## config.mk

```make
export PLATFORM = sky130hd
export DESIGN_NAME = dct_coef_serializer
export DESIGN_NICKNAME = d
export VERILOG_FILES = /design/src/rtl/dct_coef_serializer.sv
export SDC_FILE = /design/constraint.sdc
export NUM_CORES = 1
export LEC_CHECK = 0
export BUFFER_PORTS_ARGS = -buffer_cell sky130_fd_sc_hd__buf_2
export CAP_MARGIN = 40
export CORE_MARGIN = 10
export CORE_UTILIZATION = 57
export CTS_CLUSTER_DIAMETER = 100
export CTS_CLUSTER_SIZE = 30
export DETAILED_ROUTE_END_ITERATION = 7
export PLACE_DENSITY = 0.79
export SYNTH_ARGS = -nofsm -noshare
export SYNTH_HDL_FRONTEND = slang
export SYNTH_SLANG_ARGS = --single-unit
```

## constraint.sdc

```tcl
create_clock -name clk -period 1.9 [get_ports clk]
set_clock_uncertainty 0.1 [all_clocks]
set_input_delay 0.19 -clock clk [delete_from_list [all_inputs] [get_ports clk]]
set_output_delay 0.19 -clock clk [all_outputs]
set_load 0.02 [all_outputs]
```

## src/rtl/dct_coef_serializer.sv

```systemverilog
// dct_coef_serializer
//   Parallel-to-serial converter for DCT coefficient blocks. A whole block of
//   N_COEF coefficients is captured in one handshake into one of two banks
//   (ping-pong). The coefficients are then streamed out one per cycle in
//   index order toward the RLE encoder. The other bank can be filled while
//   one bank streams, so back-to-back blocks leave no bubbles.
//
//   Optional feature macro: DCT_SER_TRUNC_ZEROS_EN
//     When defined, each bank also records the highest nonzero index seen at
//     capture. Streaming stops after that index, so the trailing-zero run is
//     never sent. Coefficient 0 is always sent.
//     When undefined, every block emits exactly N_COEF coefficients.
//
// Ports
//   clk, rst_n            clock (rising edge), asynchronous active-low reset
//   in_valid / in_ready   block handshake; in_ready depends on registered state only
//   in_data               packed block, coefficient k at [k*DATA_W +: DATA_W]
//   out_valid / out_ready coefficient handshake
//   out_data              current coefficient (0 while idle)
//   out_index             position of out_data within its block
//   out_last              out_data is the final coefficient of the block

// One storage bank: coefficient storage, full flag and, optionally, the
// highest nonzero index of the stored block.
module dct_coef_bank #(
    parameter int DATA_W = 12,
    parameter int N_COEF = 8,
    parameter int IDX_W  = $clog2(N_COEF)
) (
    input  logic                           clk,
    input  logic                           rst_n,
    input  logic                           wr_en,
    input  logic                           rel,
    input  logic [N_COEF-1:0][DATA_W-1:0]  wr_data,
    output logic                           full,
`ifdef DCT_SER_TRUNC_ZEROS_EN
    output logic [IDX_W-1:0]               last_nz,
`endif
    output logic [N_COEF-1:0][DATA_W-1:0]  rd_data
);

`ifdef DCT_SER_TRUNC_ZEROS_EN
    logic [IDX_W-1:0] last_nz_next;

    // Highest nonzero index; an all-zero block reports 0 so coefficient 0
    // is still emitted.
    always_comb begin
        last_nz_next = '0;
        for (int k = 1; k < N_COEF; k++) begin
            if (wr_data[k] != '0) last_nz_next = IDX_W'(k);
        end
    end

    always_ff @(posedge clk or negedge rst_n) begin
        if (!rst_n)     last_nz <= '0;
        else if (wr_en) last_nz <= last_nz_next;
    end
`endif

    always_ff @(posedge clk or negedge rst_n) begin
        if (!rst_n) begin
            rd_data <= '0;
            full    <= 1'b0;
        end else begin
            if (wr_en) rd_data <= wr_data;
            // A bank is only written while empty and only released while
            // full, so the two events never hit the same bank at once.
            full <= wr_en | (full & ~rel);
        end
    end

endmodule

module dct_coef_serializer #(
    parameter int DATA_W = 12,
    parameter int N_COEF = 8,
    parameter int IDX_W  = $clog2(N_COEF)
) (
    input  logic                      clk,
    input  logic                      rst_n,
    input  logic                      in_valid,
    output logic                      in_ready,
    input  logic [N_COEF*DATA_W-1:0]  in_data,
    output logic                      out_valid,
    input  logic                      out_ready,
    output logic [DATA_W-1:0]         out_data,
    output logic [IDX_W-1:0]          out_index,
    output logic                      out_last
);

    typedef logic [N_COEF-1:0][DATA_W-1:0] blk_t;

    localparam logic [IDX_W-1:0] LAST_IDX = IDX_W'(N_COEF - 1);

    blk_t             in_blk;
    blk_t             bank_data [2];
    logic [1:0]       bank_full;
    logic             wr_ptr;
    logic             rd_ptr;
    logic [IDX_W-1:0] cnt;
    logic [IDX_W-1:0] end_idx;
    logic             cap;
    logic             out_fire;
    logic             at_end;
    logic             rel;

`ifdef DCT_SER_TRUNC_ZEROS_EN
    logic [IDX_W-1:0] bank_lnz [2];
`endif

    assign in_blk = in_data;

    // Banks fill and drain alternately, so whenever any bank is empty it
    // is the one under wr_ptr.
    assign in_ready  = ~&bank_full;
    assign cap       = in_valid & in_ready;
    assign out_valid = bank_full[rd_ptr];
    assign out_fire  = out_valid & out_ready;

`ifdef DCT_SER_TRUNC_ZEROS_EN
    assign end_idx = bank_lnz[rd_ptr];
`else
    assign end_idx = LAST_IDX;
`endif

    assign at_end = (cnt == end_idx);
    assign rel    = out_fire & at_end;

    for (genvar b = 0; b < 2; b++) begin : g_bank
        dct_coef_bank #(
            .DATA_W (DATA_W),
            .N_COEF (N_COEF),
            .IDX_W  (IDX_W)
        ) u_bank (
            .clk     (clk),
            .rst_n   (rst_n),
            .wr_en   (cap & (wr_ptr == 1'(b))),
            .rel     (rel & (rd_ptr == 1'(b))),
            .wr_data (in_blk),
            .full    (bank_full[b]),
`ifdef DCT_SER_TRUNC_ZEROS_EN
            .last_nz (bank_lnz[b]),
`endif
            .rd_data (bank_data[b])
        );
    end

    always_ff @(posedge clk or negedge rst_n) begin
        if (!rst_n) begin
            wr_ptr <= 1'b0;
            rd_ptr <= 1'b0;
            cnt    <= '0;
        end else begin
            if (cap) wr_ptr <= ~wr_ptr;
            if (out_fire) begin
                if (at_end) begin
                    cnt    <= '0;
                    rd_ptr <= ~rd_ptr;
                end else begin
                    cnt <= cnt + IDX_W'(1);
                end
            end
        end
    end

    // Outputs are driven from registered state only, so they hold under
    // backpressure. Data is forced to 0 while idle so stale bank contents
    // never leak onto the bus.
    assign out_data  = out_valid ? bank_data[rd_ptr][cnt] : '0;
    assign out_index = cnt;
    assign out_last  = out_valid & at_end;

endmodule

```

# Word level (Yosys, flattened, before mapping)

Cells that the tools add are included.

Add/subtract/negate cells: 1
Multiply operators: 0
Div/mod/pow operators: 0
Order comparisons: 3
Eq/ne operators: 1
Shift operators: 0
Mux-type cells: 9
Bitwise logic cells: 17
Reduce and logical (&&, ||, !) cells: 3

Operators with widths:

| cell                                                       | count |
|---|---|
| two-way mux 96 bit                                         | 3 |
| binary-select mux 12 bit (select 3 bit)                    | 1 |
| two-way mux 12 bit                                         | 2 |
| bitwise AND 1 bit                                          | 10 |
| less-than comparator 3 x 4 -> 1 bit, second input constant | 1 |
| inverter 1 bit                                             | 4 |
| AND reduction 2 bit                                        | 2 |
| adder 3 x 1 -> 3 bit, second input constant                | 1 |
| == test 3 bit, second input constant                       | 1 |
| two-way mux 3 bit                                          | 1 |
| greater-or-equal comparator 2 bit, second input constant   | 1 |
| less-than comparator 1 x 2 -> 1 bit, second input constant | 1 |
| two-way mux 1 bit                                          | 2 |
| inverter 1 -> 2 bit                                        | 1 |
| OR 1 bit                                                   | 2 |
| zero test 1 bit                                            | 1 |

Flip-flop bits (word level): 199
Latch bits: 0
Memory bits (writable): 0
ROM bits: 0
Input port bits: 100
Output and inout bits: 18
Logic and storage cells: 55
Memories: 0

# Depth between registers and ports, before layout

Depth in word-level cells: 8
Depth in mapped cells: 6
Mapped depth without buffers: 5

# By module

A second synthesis with hierarchy kept.

Cell total of the unflattened synthesis: 539
Area total of the unflattened synthesis: 9325.2 µm²

Modules (own cells, without submodules):

| module              | times used | cells an instance | area each (µm²) | seq. area each (µm²) |
|---|---|---|---|---|
| dct_coef_bank       | 2          | 206               | 3714.8          | 2427.3 |
| dct_coef_serializer | 1          | 127               | 1895.6          | 125.1 |

# Least setup slack after synthesis

OpenSTA, ideal clock, no wires.

Kind: register -> output
Start point: reg cnt[0], in the netlist out_index[0]
End point: out out_data[10]
Arrival: 1.627 ns
Required time: 1.610 ns
Setup slack: -0.017 ns
Cell stages (with the launch flop): 6
Buffers on the path: 2
Path through: dfrtp_1 -> buf_2 -> buf_4 -> mux4_2 -> mux2i_1 -> o22ai_1

Longest elaborated chain between the ends: 3

Ends and longest elaborated chain:

| element                                  | line | RTL |
|---|---|---|
| start: declaration                       | 100  | `logic [IDX_W-1:0] cnt;` |
| start signal: assignment                 | 160  | `cnt <= cnt + IDX_W'(1);` |
| binary-select mux 12 bit (select 3 bit)  | 169  | `assign out_data = out_valid ? bank_data[rd_ptr][cnt] : '0;` |
| two-way mux 12 bit (implied by the code) | 169  |  |
| two-way mux 12 bit                       | 169  |  |
| end: declaration                         | 86   | `output logic [DATA_W-1:0] out_data,` |

No other way between the ends. The select of a mux whose other input is x is not followed.

# Worst setup path after layout

Start point: reg rd_ptr
End point: out out_data[0]

Longest elaborated chain between the ends: 7
Elaborated cells between the ends (all ways): 9
Those cells by class: 8 x mux; 1 x bitwise

Ends and longest elaborated chain:

| element                                                | line | RTL |
|---|---|---|
| start: declaration                                     | 99   | `logic rd_ptr;` |
| start signal: assignment                               | 158  | `rd_ptr <= ~rd_ptr;` |
| inverter 1 -> 2 bit (implied by the code)              | 169  |  |
| two-way mux 96 bit (implied by the code) (3 in series) | 169  |  |
| binary-select mux 12 bit (select 3 bit)                | 169  |  |
| two-way mux 12 bit (implied by the code)               | 169  |  |
| two-way mux 12 bit *                                   | 169  |  |

Every way passes the cells marked *; elsewhere a longest branch is shown, timed or not. The select of a mux whose other input is x is not followed.

==> flow_metrics.tcl <==
set metrics [dict create \
    endpoint "out_data[0]" \
    nNetsFinal 876 \
    cp.depth 6 \
    ff2ff_path_depth 5 \
    min-delay-start "out_ready" \
    ys_warn_count 0 \
    htreeDepth 4 \
    clk_latency_ps 430 \
    fin_setup_tns_ps -7260 \
    drcViolationCount 0 \
    cts.sink_count 199 \
    dieArea_um2 21200 \
    layout_common_cells "dfrtp_1, mux2_2, buf_2" \
    ir_drop_mv 1.05 \
    min_path_type "in -> reg" \
    hold_viol_final 0 \
    r2r_start "rd_ptr" \
    total_leakage_power_nw 5.19 \
    finish.utilization 0.783 \
    clock_path_buffers 2 \
    critical_path.top_delay_family "multiplexers" \
    worst_setup_path_end_kind "output pin" \
    routedWlPerCell_um 22.6 \
    num_vias 5760 \
    synthesis.nets 637 \
    timing.slew.headroom 0.742 \
    dp_hpwl_um 14500 \
    synth_cell_types 24 \
    die_h_um 145 \
    violations "setup timing" \
    ant_nets 0 \
    path_clk_slew_ps 70 \
    grt.overflow.total 0 \
    core_um2 15300 \
    grt_pass1_wl_um 35800 \
    path_cells "buf_6 -> buf_16 -> mux4_2 -> mux2i_1 -> o22ai_1 -> buf_4" \
    cts-root-buf "clkbuf_16" \
    grt_pass1_vias 6531 \
    worstReg2RegEnd "out_index[0]" \
    rrSetupSlack_ps 70 \
    avgSynthCellArea_um2 16.8 \
    status "finished with violations" \
    cts_made_buffers 17 \
    syn-cell-area_um2 8970 \
    place_congestion 0.801 \
    setup_violations 14 \
    antenna_found_initial 2 \
    syn2layout_area_growth_pct 33.8 \
    clock.fmax_mhz 399 \
    layout-drive-gt1-share 0.579 \
    ys_seq_area_frac 0.555 \
    grt_max_degree 59 \
    synth_cells 535 \
    start_util 0.586 \
    rsz0062_at_grt "true" \
    path_class "reg -> out" \
    io_buffers 117 \
    drt_wl_total_um 22600 \
    drv_slew 0 \
    cp-startpoint "rd_ptr" \
    cap_viol_max_count 0 \
    slowest_stage "dfrtp_4" \
    tightest_slew_ps 387 \
    critPathLaunchType "flop" \
    cp_num_buf_inv 3 \
    slowest_delay_ps 500 \
    rows 45 \
    drt_iter0_drc 446 \
    critPathMaxFanout 5 \
    cts_tree "done" \
    final_common_cell "dfrtp_1" \
    p_total_mw 22.2 \
    power_density_nw_per_um2 1850 \
    min_period_ps 2510 \
    layout_setup_ws_ps -608 \
    cp_data_arrival_time_ps 2220 \
    io_pins 118 \
    die_w_um 145 \
    synth-seq-cells 199 \
    first_pass_iters 4 \
    vias_per_cell 5.76 \
    critPathRequiredTime_ps 1610 \
    grtUsageTotal 0.212 \
    timing.final.crit_share 1.32 \
]
area by class of cell:
cell class	instances	area [um^2]
Fill cell	860	3320
Clock inverter	13	180
Sequential cell	199	4990
Multi-Input combinational cell	300	3880
Antenna cell	2	5.00
Timing Repair Buffer	256	2250
Tap cell	211	264
Clock buffer	19	433
Yosys cell counts (all sizes together):
| cell type | count | area, um^2 |
|---|---|---|
| a21o | 1 | 7.51 |
| mux2i | 24 | 240 |
| a21bo | 1 | 10.0 |
| nand4b | 1 | 8.76 |
| buf | 33 | 234 |
| nand4 | 1 | 6.26 |
| nand3 | 2 | 10.0 |
| dfrtp | 199 | 4980 |
| ha | 2 | 25.0 |
| xnor2 | 2 | 17.5 |
| nand2 | 5 | 18.8 |
| mux2 | 196 | 2210 |
| and2 | 1 | 6.26 |
| nor2b | 1 | 6.26 |
| clkbuf | 3 | 11.3 |
| nand2b | 1 | 6.26 |
| nor2 | 2 | 10.0 |
| mux4 | 48 | 1090 |
| o22ai | 12 | 75.1 |
kinds of logic (layout without fill, tap and decap cells):
group | count (synthesis) | after routing | share of synthesized area
buffers and inverters | 36 | 288 | 0.0273
multiplexers | 268 | 268 | 0.394
other | 0 | 2 | 0
adder cells (fa/ha/maj) | 2 | 2 | 0.00279
flip-flops | 199 | 199 | 0.555
AO/OA/AOI/OAI | 14 | 14 | 0.0103
XOR/XNOR | 2 | 2 | 0.00195
AND/OR/NAND/NOR | 14 | 14 | 0.00809
sequential cells by signal (all words and copies together), names as in the netlist:
| register | flops |
|---|---|
| wr_ptr | 1 |
| out_index | 3 |
| g_bank.u_bank.rd_data | 192 |
| rd_ptr | 1 |
| g_bank.u_bank.full | 2 |
stage by stage:
| stage | area, um^2 | hold WS (ps) | setup slack, ps | instances |
|---|---|---|---|---|
| floorplan | 9010 | -206 | -1.96 | 535 |
| global placement | 10100 | 45.8 | -176 | 857 |
| detailed placement | 10100 | 41.9 | -186 | 857 |
| CTS | 12000 | 3.96 | -604 | 996 |
| global route | 12000 | 42.9 | -672 | 1000 |
| finish | 12000 | 9.30 | -608 | 1000 |
layer usage:
layer	wire, um	vias to the layer above	track usage
met5	0	-	0
met1	9620	3053	0.274
met3	966	38	0.0441
met4	397	0	0.0667
met2	11600	159	0.352
li1	-	2510	-
power by group:
part           internal, mW  leakage, nW  switching [mW]
Clock                  2.20        0.293            1.58
Combinational          6.31         2.54            4.46
Sequential             6.44         2.36            1.27
what timing repair did:
item / 4_1_cts / 5_1_grt
endpoints found under the setup margin: 15 / 17
setup buffers: 7 / 3
pin swaps: 3 / 3
gates cloned: 3 / 0
hold buffers: 97 / 0
resized for setup: 39 / 10
endpoints found under the hold margin: 391 / 0
worst min-delay path: cells and delay by family:
kind          cells  cell delay [ps]
buf+inv           1              140
simple gates      1              100
xor+xnor          1               70
worst min-delay path by stage:
stage,cells after the start,end
after floorplan,0,g_bank[0].u_bank.full
after global placement,1,g_bank[1].u_bank.rd_data[7]
after detailed placement,1,g_bank[0].u_bank.rd_data[7]
after CTS,3,rd_ptr
after global routing,3,g_bank[0].u_bank.full
final,3,rd_ptr
Power figures use the tool's default switching activity.
